**src/rtl/seq_alu_ctrl.sv**
```systemverilog
// ---------------------------------------------------------------------------
// seq_alu_ctrl
//
// Iteration sequencer for the sequential multiply/divide datapath. On an
// accepted start it issues a one-cycle operand load, then ITERATIONS step
// cycles. A divide adds one remainder fix-up cycle. Completion is reported
// with a one-cycle done pulse and a level ready flag. Everything is clocked
// on the rising edge of clk with a synchronous active-high reset.
//
// Optional feature macro: SEQ_ALU_CTRL_EARLY_EXIT_EN
//   When defined, a multiply finishes early: a RUN step taken while
//   rest_zero=1 becomes the final step, and step_idx freezes there so the
//   datapath can apply the remaining shift in one go. Divides are unaffected.
//   When undefined, rest_zero is ignored.
//
// Parameters
//   ITERATIONS  step cycles per operation (>= 2)
//
// Ports
//   clk        in   clock, rising edge
//   rst        in   synchronous active-high reset
//   start      in   request a new operation (accepted only when idle)
//   mode       in   0 = multiply, 1 = divide; sampled with start
//   stall      in   hold RUN/FIXUP without issuing a step/fixup
//   abort      in   cancel the current operation, clear ready
//   rest_zero  in   remaining multiplier bits are zero (early exit only)
//   busy       out  operation in progress (LOAD, RUN, FIXUP, DONE)
//   load       out  one-cycle operand-load strobe
//   step       out  iteration enable (combinational)
//   step_idx   out  current step index, 0..ITERATIONS-1
//   last_step  out  high with the final RUN step (combinational)
//   fixup      out  divide remainder-correction strobe (combinational)
//   mode_q     out  latched mode
//   done       out  one-cycle completion pulse
//   ready      out  result valid, level
// ---------------------------------------------------------------------------
module seq_alu_ctrl #(
  parameter int ITERATIONS = 32
) (
  input  logic                          clk,
  input  logic                          rst,
  input  logic                          start,
  input  logic                          mode,
  input  logic                          stall,
  input  logic                          abort,
  input  logic                          rest_zero,
  output logic                          busy,
  output logic                          load,
  output logic                          step,
  output logic [$clog2(ITERATIONS)-1:0] step_idx,
  output logic                          last_step,
  output logic                          fixup,
  output logic                          mode_q,
  output logic                          done,
  output logic                          ready
);

  localparam int CW = $clog2(ITERATIONS);
  localparam logic [CW-1:0] LAST_IDX = CW'(ITERATIONS - 1);
  localparam logic [CW-1:0] IDX_ONE  = CW'(1);

  typedef enum logic [2:0] {
    ST_IDLE,
    ST_LOAD,
    ST_RUN,
    ST_FIXUP,
    ST_DONE
  } state_t;

  state_t        state_reg, state_next;
  logic [CW-1:0] step_idx_reg, step_idx_next;
  logic          mode_q_reg, mode_q_next;
  logic          ready_reg, ready_next;
  logic          busy_reg, load_reg, done_reg;

  logic run_step;
  logic at_last;
  logic early_exit;
  logic final_step;

  // A step is issued in every unstalled RUN cycle.
  assign run_step = (state_reg == ST_RUN) && !stall;
  assign at_last  = (step_idx_reg == LAST_IDX);

`ifdef SEQ_ALU_CTRL_EARLY_EXIT_EN
  // Only multiplies can stop early; a divide always needs every step.
  assign early_exit = run_step && !mode_q_reg && rest_zero;
`else
  logic unused_rest_zero;
  assign early_exit       = 1'b0;
  assign unused_rest_zero = rest_zero;
`endif

  assign final_step = run_step && (at_last || early_exit);

  // Datapath strobes are combinational so a stall suppresses them in the
  // same cycle.
  assign step      = run_step;
  assign last_step = final_step;
  assign fixup     = (state_reg == ST_FIXUP) && !stall;

  // -------------------------------------------------------------------------
  // Next-state logic
  // -------------------------------------------------------------------------
  always_comb begin
    state_next    = state_reg;
    step_idx_next = step_idx_reg;
    mode_q_next   = mode_q_reg;
    ready_next    = ready_reg;

    if (abort) begin
      // Abort beats any normal transition. In IDLE it only drops ready, so a
      // completed result's final index stays visible.
      state_next = ST_IDLE;
      ready_next = 1'b0;
      if (state_reg != ST_IDLE) begin
        step_idx_next = '0;
      end
    end else begin
      case (state_reg)
        ST_IDLE: begin
          if (start) begin
            state_next    = ST_LOAD;
            mode_q_next   = mode;
            ready_next    = 1'b0;
            step_idx_next = '0;
          end
        end

        ST_LOAD: begin
          state_next = ST_RUN;
        end

        ST_RUN: begin
          if (final_step) begin
            // The index is left where it is: it saturates at LAST_IDX on a
            // full run and freezes at the exit point on an early exit.
            if (mode_q_reg) begin
              state_next = ST_FIXUP;
            end else begin
              state_next = ST_DONE;
              ready_next = 1'b1;
            end
          end else if (run_step) begin
            step_idx_next = step_idx_reg + IDX_ONE;
          end
        end

        ST_FIXUP: begin
          if (!stall) begin
            state_next = ST_DONE;
            ready_next = 1'b1;
          end
        end

        ST_DONE: begin
          state_next = ST_IDLE;
        end

        default: begin
          state_next = ST_IDLE;
        end
      endcase
    end
  end

  // -------------------------------------------------------------------------
  // State and registered outputs. busy/load/done are registered decodes of
  // the next state so they line up exactly with the state they describe.
  // -------------------------------------------------------------------------
  always_ff @(posedge clk) begin
    if (rst) begin
      state_reg    <= ST_IDLE;
      step_idx_reg <= '0;
      mode_q_reg   <= 1'b0;
      ready_reg    <= 1'b0;
      busy_reg     <= 1'b0;
      load_reg     <= 1'b0;
      done_reg     <= 1'b0;
    end else begin
      state_reg    <= state_next;
      step_idx_reg <= step_idx_next;
      mode_q_reg   <= mode_q_next;
      ready_reg    <= ready_next;
      busy_reg     <= (state_next != ST_IDLE);
      load_reg     <= (state_next == ST_LOAD);
      done_reg     <= (state_next == ST_DONE);
    end
  end

  assign busy     = busy_reg;
  assign load     = load_reg;
  assign done     = done_reg;
  assign ready    = ready_reg;
  assign mode_q   = mode_q_reg;
  assign step_idx = step_idx_reg;

endmodule
```
**config.mk**
```make
export PLATFORM = sky130hd
export DESIGN_NAME = seq_alu_ctrl
export DESIGN_NICKNAME = d
export VERILOG_FILES = /design/src/rtl/seq_alu_ctrl.sv
export SDC_FILE = /design/constraint.sdc
export NUM_CORES = 1
export LEC_CHECK = 0
export ABC_AREA = 1
export CORE_MARGIN = 10
export CORE_UTILIZATION = 50
export CTS_BUF_LIST = sky130_fd_sc_hd__clkbuf_4 sky130_fd_sc_hd__clkbuf_8 sky130_fd_sc_hd__clkbuf_16
export DETAILED_ROUTE_END_ITERATION = 10
export PLACE_DENSITY = 0.89
export SYNTH_ARGS = -nofsm -noshare
export SYNTH_HDL_FRONTEND = slang
export SYNTH_SLANG_ARGS = --single-unit
```
**constraint.sdc**
```tcl
create_clock -name clk -period 2.8 [get_ports clk]
set_clock_uncertainty 0.2 [all_clocks]
set_input_delay 0.28 -clock clk [delete_from_list [all_inputs] [get_ports clk]]
set_output_delay 0.28 -clock clk [all_outputs]
set_load 0.01 [all_outputs]
```
# --- Yosys cells after proc, flatten, opt, wreduce, memory -nomap -nowiden ---
# Index checks and enable logic that the tools add are counted.
totals:
  in_bits: 7
  ff_bits: 13
classes:
  reduce_logical: 13
  eq_ne: 14
  n_mux: 17
  add_sub_neg: 1
  bitwise_logic: 1
ops:
  columns: ["operator", "n"]
  rows:
  - ["5-bit 2-to-1 mux", 5]
  - ["3-bit 2-to-1 mux", 5]
  - ["3-bit case mux with 4 select lines", 1]
  - ["3-bit nonzero test", 4]
  - ["5-bit case mux with 2 select lines", 1]
  - ["5-bit AND reduction", 2]
  - ["3-bit != test (second input constant)", 3]
  - ["2-bit != test (second input constant)", 4]
  - ["3-bit by 1-bit equality test with 1-bit output (second input constant)", 2]
  - ["3-bit by 2-bit equality test with 1-bit output (second input constant)", 2]
  - ["5-bit by 1-bit adder with 5-bit output (second input constant)", 1]
  - ["5-bit equality test (second input constant)", 1]
  - ["1-bit 2-to-1 mux", 4]
  - ["3-bit equality test (second input constant)", 1]
  - ["1-bit logical AND", 3]
  - ["3-bit zero test", 1]
  - ["1-bit case mux with 3 select lines", 1]
  - ["3-bit AND reduction", 1]
  - ["2-bit by 1-bit != test with 1-bit output (second input constant)", 1]
  - ["2-bit OR reduction", 1]
  - ["1-bit zero test", 1]
  - ["1-bit inverter", 1]

# --- Depth between registers and ports, before layout ---
# Gate-level depths: netlist of the first run.
logic_depth:
  ltp_word: 7
  depth_mapped: 10
  mapped_depth_nobuf: 10

# --- Worst setup path after synthesis of the first run ---
# OpenSTA, ideal clock, no wires.
synth_timing:
  path_type: "reg-to-reg"
  start: "register step_idx_reg[0] (netlist: step_idx[0])"
  end: "register busy_reg (netlist: busy)"
  required_ps: 2479
  arrival_time_ps: 1460
  setup_ps: 121
  setup_slack_ps: 1019
  stages_incl_launch_ff: 10
  cell_sequence: "dfxtp_1 -> ha_1 -> nand2_1 -> nor2_1 -> ha_1 -> inv_1 -> o31ai_1 -> nand2_1 -> nand3_1 -> nand3_1"
synth_between:
  elab_chain_cells: 6
synth_rtl:
  columns: ["element", "line", "source"]
  rows:
  - ["start: declaration", "71", "logic [CW-1:0] step_idx_reg, step_idx_next;"]
  - ["start signal: assignment", "182", "step_idx_reg <= step_idx_next;"]
  - ["5-bit equality test", "83", "assign at_last = (step_idx_reg == LAST_IDX);"]
  - ["1-bit logical AND", "94", "assign final_step = run_step && (at_last || early_exit);"]
  - ["3-bit 2-to-1 mux", "135", "if (final_step) begin"]
  - ["3-bit case mux with 4 select lines", "120", "case (state_reg)"]
  - ["3-bit 2-to-1 mux", "111", "if (abort) begin"]
  - ["3-bit nonzero test", "185", "busy_reg <= (state_next != ST_IDLE);"]
  - ["end signal: assignment", "185", null]
  - ["end: declaration", "74", "logic busy_reg, load_reg, done_reg;"]
# No other way between the ends.
# A chain may end at the register's enable or synchronous reset.

# --- Worst setup path in the final report of the first run ---
layout_timing:
  start: "register step_idx_reg[0] (netlist: step_idx[0])"
  end: "output port last_step"
layout_between:
  elab_chain_cells: 2
layout_rtl:
  columns: ["element", "line", "source"]
  rows:
  - ["5-bit equality test", "83", null]
  - ["1-bit logical AND", "94", null]
  - ["end: declaration", "51", "output logic last_step,"]
# No other way between the ends.

==> results of run 1 <==
==> worst max-delay path, stage by stage (launching register included) <==
cell             delay, ns
dfxtp_1               0.41
ha_1                  0.20
nand2_1               0.07
nor2_1                0.11
ha_1                  0.21
nand4_2               0.18
inv_1                 0.08
clkdlybuf4s50_1       0.53
==> per-layer routing <==
layer / wire, um / track usage, % / vias to the layer above / part of all wire (%)
li1: - / - / 403 / -
met1: 760 / 12.4 / 352 / 42
met2: 912 / 20.0 / 25 / 50
met3: 106 / 3.86 / 5 / 5.8
met4: 44 / 5.90 / 0 / 2.4
met5: 0 / 0 / - / 0
==> through the flow <==
step | cells | worst slack [ns]
after global routing | 151 | 0.0516
after floorplan | 114 | 1.02
after detailed placement | 147 | 0.542
after CTS | 151 | 0.238
after global placement | 147 | 0.583
final | 151 | 0.244
==> placed cells by master (no fill, tap or decap) <==
cell type / instances
nor4_1: 1
ha_1: 2
nor2_1: 14
inv_1: 17
nand4_1: 1
a21oi_1: 4
nor2_2: 3
o31ai_1: 1
nand4_2: 1
nand2_2: 4
o211ai_1: 2
clkdlybuf4s50_1: 18
nor2_4: 1
nor3_1: 1
nor3_2: 1
nand3_1: 12
inv_2: 4
nand2_1: 24
o22ai_1: 1
dfxtp_1: 13
o21ai_1: 2
clkinv_1: 1
nand3_2: 3
clkbuf_4: 4
==> cells by family after synthesis <==
kind of cell | after synthesis
fa+ha+maj | 2
compound gates | 10
buf+inv | 23
simple gates | 66
flops | 13
==> final cells by class <==
type                    instances  area share [%]
well taps                      16            2.03
multi-input cells              78            41.8
repair buffers                 18            18.3
inverters                      22            8.39
clock buffers                   4            3.05
flip-flops and latches         13            26.4
==> power by group <==
part | switching (uW) | internal (uW)
Sequential | 7.57 | 193
Clock | 63.8 | 65.0
Combinational | 41.2 | 32.6
==> worst paths after layout <==
check | endpoint | slack, ns
setup / recovery | last_step | 0.24
hold / removal | ready$_SDFFE_PP0P_ | 0.26
setup reg to reg | busy$_SDFF_PP0_ | 0.85
hold reg to reg | ready$_SDFFE_PP0P_ | 0.26
==> qor.yml, run 1 <==
clk_pin_slew_ns: 0.08
hold_path_class: "reg2reg"
syn_area_per_cell_um2: 6.66
fp.dieH_um: 59.0
crit_arrival_ns: 2.08
setup_tns_ns: 0
postPlaceCellArea_um2: 955
holdBufCountCts: 0
synthXorXnorAreaFrac_pct: 0
ys_ff_latch: 13
rsz0062_at_grt: "false"
yosysMostFrequentCell: "nand2_1"
power.leakage_uw: 0.000479
tritoncts: "built"
total_power_uw: 403
multi_input_area_um2: 412
drc_errors: 0
drt-initial-drc-count: 20
synth_fa_ha_area_share_pct: 3.29
largest_reg_flops: 5
synth_area_leader_cell: "dfxtp_1"
min-delay-start: "ready$_SDFFE_PP0P_"
cp-end-kind: "output pin"
yosys.area.top_type_share_pct: 34.3
gr-total-overflow: 0
syn_inst: 114
synth_mux_area_share_pct: 0
cts_root_buffer: "clkbuf_4"
syn_area_um2: 759
synth_compound_area_share_pct: 7.74
seq_area_um2: 260
layout-drive-gt1-share_pct: 15.6
cp.required_ns: 2.32
synth_ff_type: "dfxtp_1"
tightestPinTransition_ns: 0.360
synth_edf_count: 0
io_pins: 20
dr.pass1.iters: 4
yosysWarnings: 0
gr-usage-all-layers_pct: 11.7
cts-resized-gates: 0
synth_commonest_cells: "nand2_1, inv_1, nor2_1, dfxtp_1, nand3_1"
avgRoutedWirePerCell_um: 12.1
crit_type: "reg2out"
io_buffers: 18
cts_sinks: 13
final.min_clock_period_ns: 2.56
maxSlewHeadroom_pct: 75.9
n_fill_cell: 134
clk_latency_ns: 0.28
fin_crit_sh_pct: 91.3
htreeDepth: 1
nets: 145
routed_wl_mm: 1.82
drtAntennaViolNets: 0
coreArea_um2: 1470
grt_max_degree: 9
reg2reg_from: "step_idx[0]$_SDFFE_PP0P_"
postCtsSetupRepairBufs: 0
peakVddDrop_mv: 0.347
initial_core_util_pct: 51.6
maxCapViolations: 0
reg2reg_depth: 9
hold_viol_final: 0
cts_made_buffers: 3
ys_types: 23
maxSlewViolCount: 0
holdPathStages: 2
ys_seq_area_share_pct: 34.3
grt_first_pass_wirelength_mm: 3.23
vias: 785
antenna_found_initial: 0
placementRows: 14
synthTopCellsByArea: "dfxtp_1, nand2_1, inv_1, nand3_1, nor2_1"
diodes: 0
setup_violations: 0
post-dp-hpwl_mm: 1.48
area_delta_synth_final_pct: 29.7
routed_via_density: 5.20
dieWidth_um: 59.0
cp-startpoint: "step_idx[0]$_SDFFE_PP0P_"
final_area_um2: 985
design.die.area_um2: 3480
synth_top_family_by_area: "simple AND/OR/NAND/NOR gates"
p_per_area_nw_per_um2: 409
synth_fp_nets: 123
status: "finished clean"
grt_pass1_vias: 742
fin_util_pct: 66.9
whs_ns: 0.260
place_congestion: 0.822
synth_simple_gate_area_share_pct: 43.2
cp_max_fo: 6
max_freq_ghz: 0.391
max-clock-path-buffers: 2
ys_async_sr_fraction_pct: 0
startpoint_type: "register"
(Power assumes the default switching activity.)
==> run 2, diff against run 1 <==
ABC_AREA = not set   (was 1)
CORE_UTILIZATION = 40   (was 50)
PLACE_DENSITY = 0.76   (was 0.89)
==> run 2 against run 1 <==
- hold slack better by 0.020 ns
- sequential power down 4%
- cell area down 10%
- first-iteration DRC count down 50%
- non-clock buffer count unchanged
- maximum frequency up 2.0%
- combinational power down 50%
- worst setup slack better by 0.049 ns
- largest cell class unchanged
- largest power group unchanged
==> qor.yml, run 2 <==
status: "finished clean"
synth_commonest_cells: "dfxtp_1, nand2_1, nor2_1, inv_1"
fp.dieH_um: 61.3  # +3.9%
peakVddDrop_mv: 0.339  # -2.5%
syn_inst: 79  # -31%
diodes: 0  # unchanged
p_per_area_nw_per_um2: 407  # -0.43%
hold_path_class: "reg2reg"
multi_input_area_um2: 375  # -8.8%
cts_sinks: 13  # unchanged
yosysWarnings: 0  # unchanged
placementRows: 14  # unchanged
crit_arrival_ns: 2.03  # -0.05 ns
grt_first_pass_wirelength_mm: 2.94  # -9.0%
largest_reg_flops: 5  # unchanged
syn_area_per_cell_um2: 8.63  # +30%
maxSlewViolCount: 0  # unchanged
setup_tns_ns: 0  # unchanged
max_freq_ghz: 0.399  # +2.0%
drtAntennaViolNets: 0  # unchanged
io_buffers: 18  # unchanged
clk_latency_ns: 0.28  # about the same
layout-drive-gt1-share_pct: 7.14  # -8.4 points
yosys.area.top_type_share_pct: 38.2  # +3.9 points
synth_mux_area_share_pct: 0  # unchanged
ys_async_sr_fraction_pct: 0  # unchanged
cp_max_fo: 5  # -1
place_congestion: 0.836  # +1.7%
reg2reg_depth: 7  # -2
drc_errors: 0  # unchanged
fin_crit_sh_pct: 89.5  # -1.8 points
routed_via_density: 5.66  # +8.8%
maxCapViolations: 0  # unchanged
ys_seq_area_share_pct: 38.2  # +3.9 points
gr-usage-all-layers_pct: 10.4  # -1.2 points
tightestPinTransition_ns: 0.541  # +0.181 ns
ys_types: 30  # +30%
synth_area_leader_cell: "dfxtp_1"
final_common_cell: "clkdlybuf4s50_1"
cts-resized-gates: 0  # unchanged
antenna_found_initial: 0  # unchanged
post-dp-hpwl_mm: 1.29  # -13%
synth_top_family_by_area: "simple AND/OR/NAND/NOR gates"
coreArea_um2: 1560  # +6.0%
dr.pass1.iters: 4  # unchanged
cts_made_buffers: 3  # unchanged
clk_pin_slew_ns: 0.08  # about the same
tritoncts: "built"
dieWidth_um: 61.3  # +3.9%
synth_ff_type: "dfxtp_1"
maxSlewHeadroom_pct: 63.7  # -12 points
hold_viol_final: 0  # unchanged
holdPathStages: 2  # unchanged
grt_max_degree: 13  # +4
grt_pass1_vias: 644  # -13%
p_switching_uw: 89.6  # -20%
synth_simple_gate_area_share_pct: 34.3  # -8.9 points
synthXorXnorAreaFrac_pct: 0  # unchanged
holdBufCountCts: 0  # unchanged
sw_frac_of_total_pct: 24.9  # -3.1 points
drt-initial-drc-count: 10  # -50%
crit_type: "reg2out"
power.leakage_uw: 0.000318  # -34%
final.min_clock_period_ns: 2.51  # -0.0494 ns
clkPwrFrac_pct: 36.5  # +4.5 points
cts_root_buffer: "clkbuf_4"
final_cells: 114  # -25%
design.die.area_um2: 3760  # +8.0%
synth_edf_count: 0  # unchanged
yosysMostFrequentCell: "dfxtp_1"
max-clock-path-buffers: 2  # unchanged
io_pins: 20  # unchanged
seqPwrFrac_pct: 53.2  # +3.5 points
gr-total-overflow: 0  # unchanged
area_delta_synth_final_pct: 29.7  # about the same
rsz0062_at_grt: "false"
placedCellCount: 110  # -25%
postCtsSetupRepairBufs: 0  # unchanged
avgRoutedWirePerCell_um: 14.8  # +22%
comb_power_share_pct: 10.2  # -8.1 points
synth_fa_ha_area_share_pct: 3.67  # +0.37 points
syn_area_um2: 682  # -10%
ys_ff_latch: 13  # unchanged
htreeDepth: 1  # unchanged
synthTopCellsByArea: "dfxtp_1, nand2_1, a31oi_1, ha_1, nor4b_4"
cp.required_ns: 2.32  # about the same
seq_area_um2: 260  # unchanged
n_fill_cell: 141  # +5.2%
final_cell_mix: "clkdlybuf4s50_1, dfxtp_1, nand2_1, nor2_1, inv_1"
setup_violations: 0  # unchanged
vias: 645  # -18%
startpoint_type: "register"
synth_fp_nets: 88  # -28%
cp-end-kind: "output pin"
routed_wl_mm: 1.68  # -7.6%
synth_compound_area_share_pct: 17.1  # +9.3 points
p_int_uw: 271  # -6.7%
initial_core_util_pct: 43.7  # -7.9 points
nets: 108  # -26%
[run 2: changes by cell type after synthesis, moves of 8 or more]
cell,delta
nand2_1,-15
inv_1,-12
nand3_1,-10
nor2_1,-8
[run 2: power groups by stage]
stage | sequential, uW | combinational, uW | clock [uW]
after floorplan | 195 | 21.5 | 0
after global placement | 196 | 36.3 | 0
after detailed placement | 196 | 36.7 | 0
after CTS | 192 | 36.8 | 137
after global routing | 192 | 40.9 | 144
final | 192 | 36.9 | 132
[run 2: worst max-delay path, stage by stage, from the launching register on]
cell	delay, ns
dfxtp_1	0.41
ha_1	0.21
and3_1	0.17
ha_1	0.27
nand2_1	0.10
inv_1	0.06
clkdlybuf4s50_1	0.53
[run 2: per-layer routing]
metal  track usage [%]  vias to the layer above  routed length (um)
met5                 0                        -                   0
met3              3.50                        2                  97
met4              5.86                        0                  27
met2              16.6                        9                 805
li1                  -                      327                   -
met1              12.0                      307                 754
[run 2: final timing paths]
check	start	to	slack (ns)
worst min register to register	ready$_SDFFE_PP0P_	ready$_SDFFE_PP0P_	0.28
worst max-delay path	step_idx[0]$_SDFFE_PP0P_	last_step	0.29
worst min-delay path	ready$_SDFFE_PP0P_	ready$_SDFFE_PP0P_	0.28
worst max register to register	step_idx[0]$_SDFFE_PP0P_	ready$_SDFFE_PP0P_	0.49
[run 2: layout make-up]
type	count	area share, %
Clock buffer	4	3.39
Inverter	5	2.12
Multi-Input combinational cell	58	42.4
Sequential cell	13	29.4
Tap cell	16	2.26
Timing Repair Buffer	18	20.4
[run 2: logic make-up (layout without fill, tap and decap cells)]
| kind of cell | count (synthesis) | count (layout) |
|---|---|---|
| flip-flops | 13 | 13 |
| AND/OR/NAND/NOR | 38 | 38 |
| AO/OA/AOI/OAI | 18 | 18 |
| adder cells (fa/ha/maj) | 2 | 2 |
| buffers and inverters | 8 | 27 |
[run 2: per-stage QoR]
stage | setup slack [ns] | instance area, um^2 | util (%) | hold WS [ns] | total power (uW)
after detailed placement | 0.404 | 855 | 54.8 | 0.271 | 233
after floorplan | 0.643 | 682 | - | 0.153 | 216
after global routing | 0.135 | 885 | 56.7 | 0.310 | 378
after global placement | 0.407 | 855 | 54.8 | 0.256 | 232
final | 0.293 | 885 | 56.7 | 0.281 | 360
after CTS | 0.272 | 885 | 56.7 | 0.289 | 366
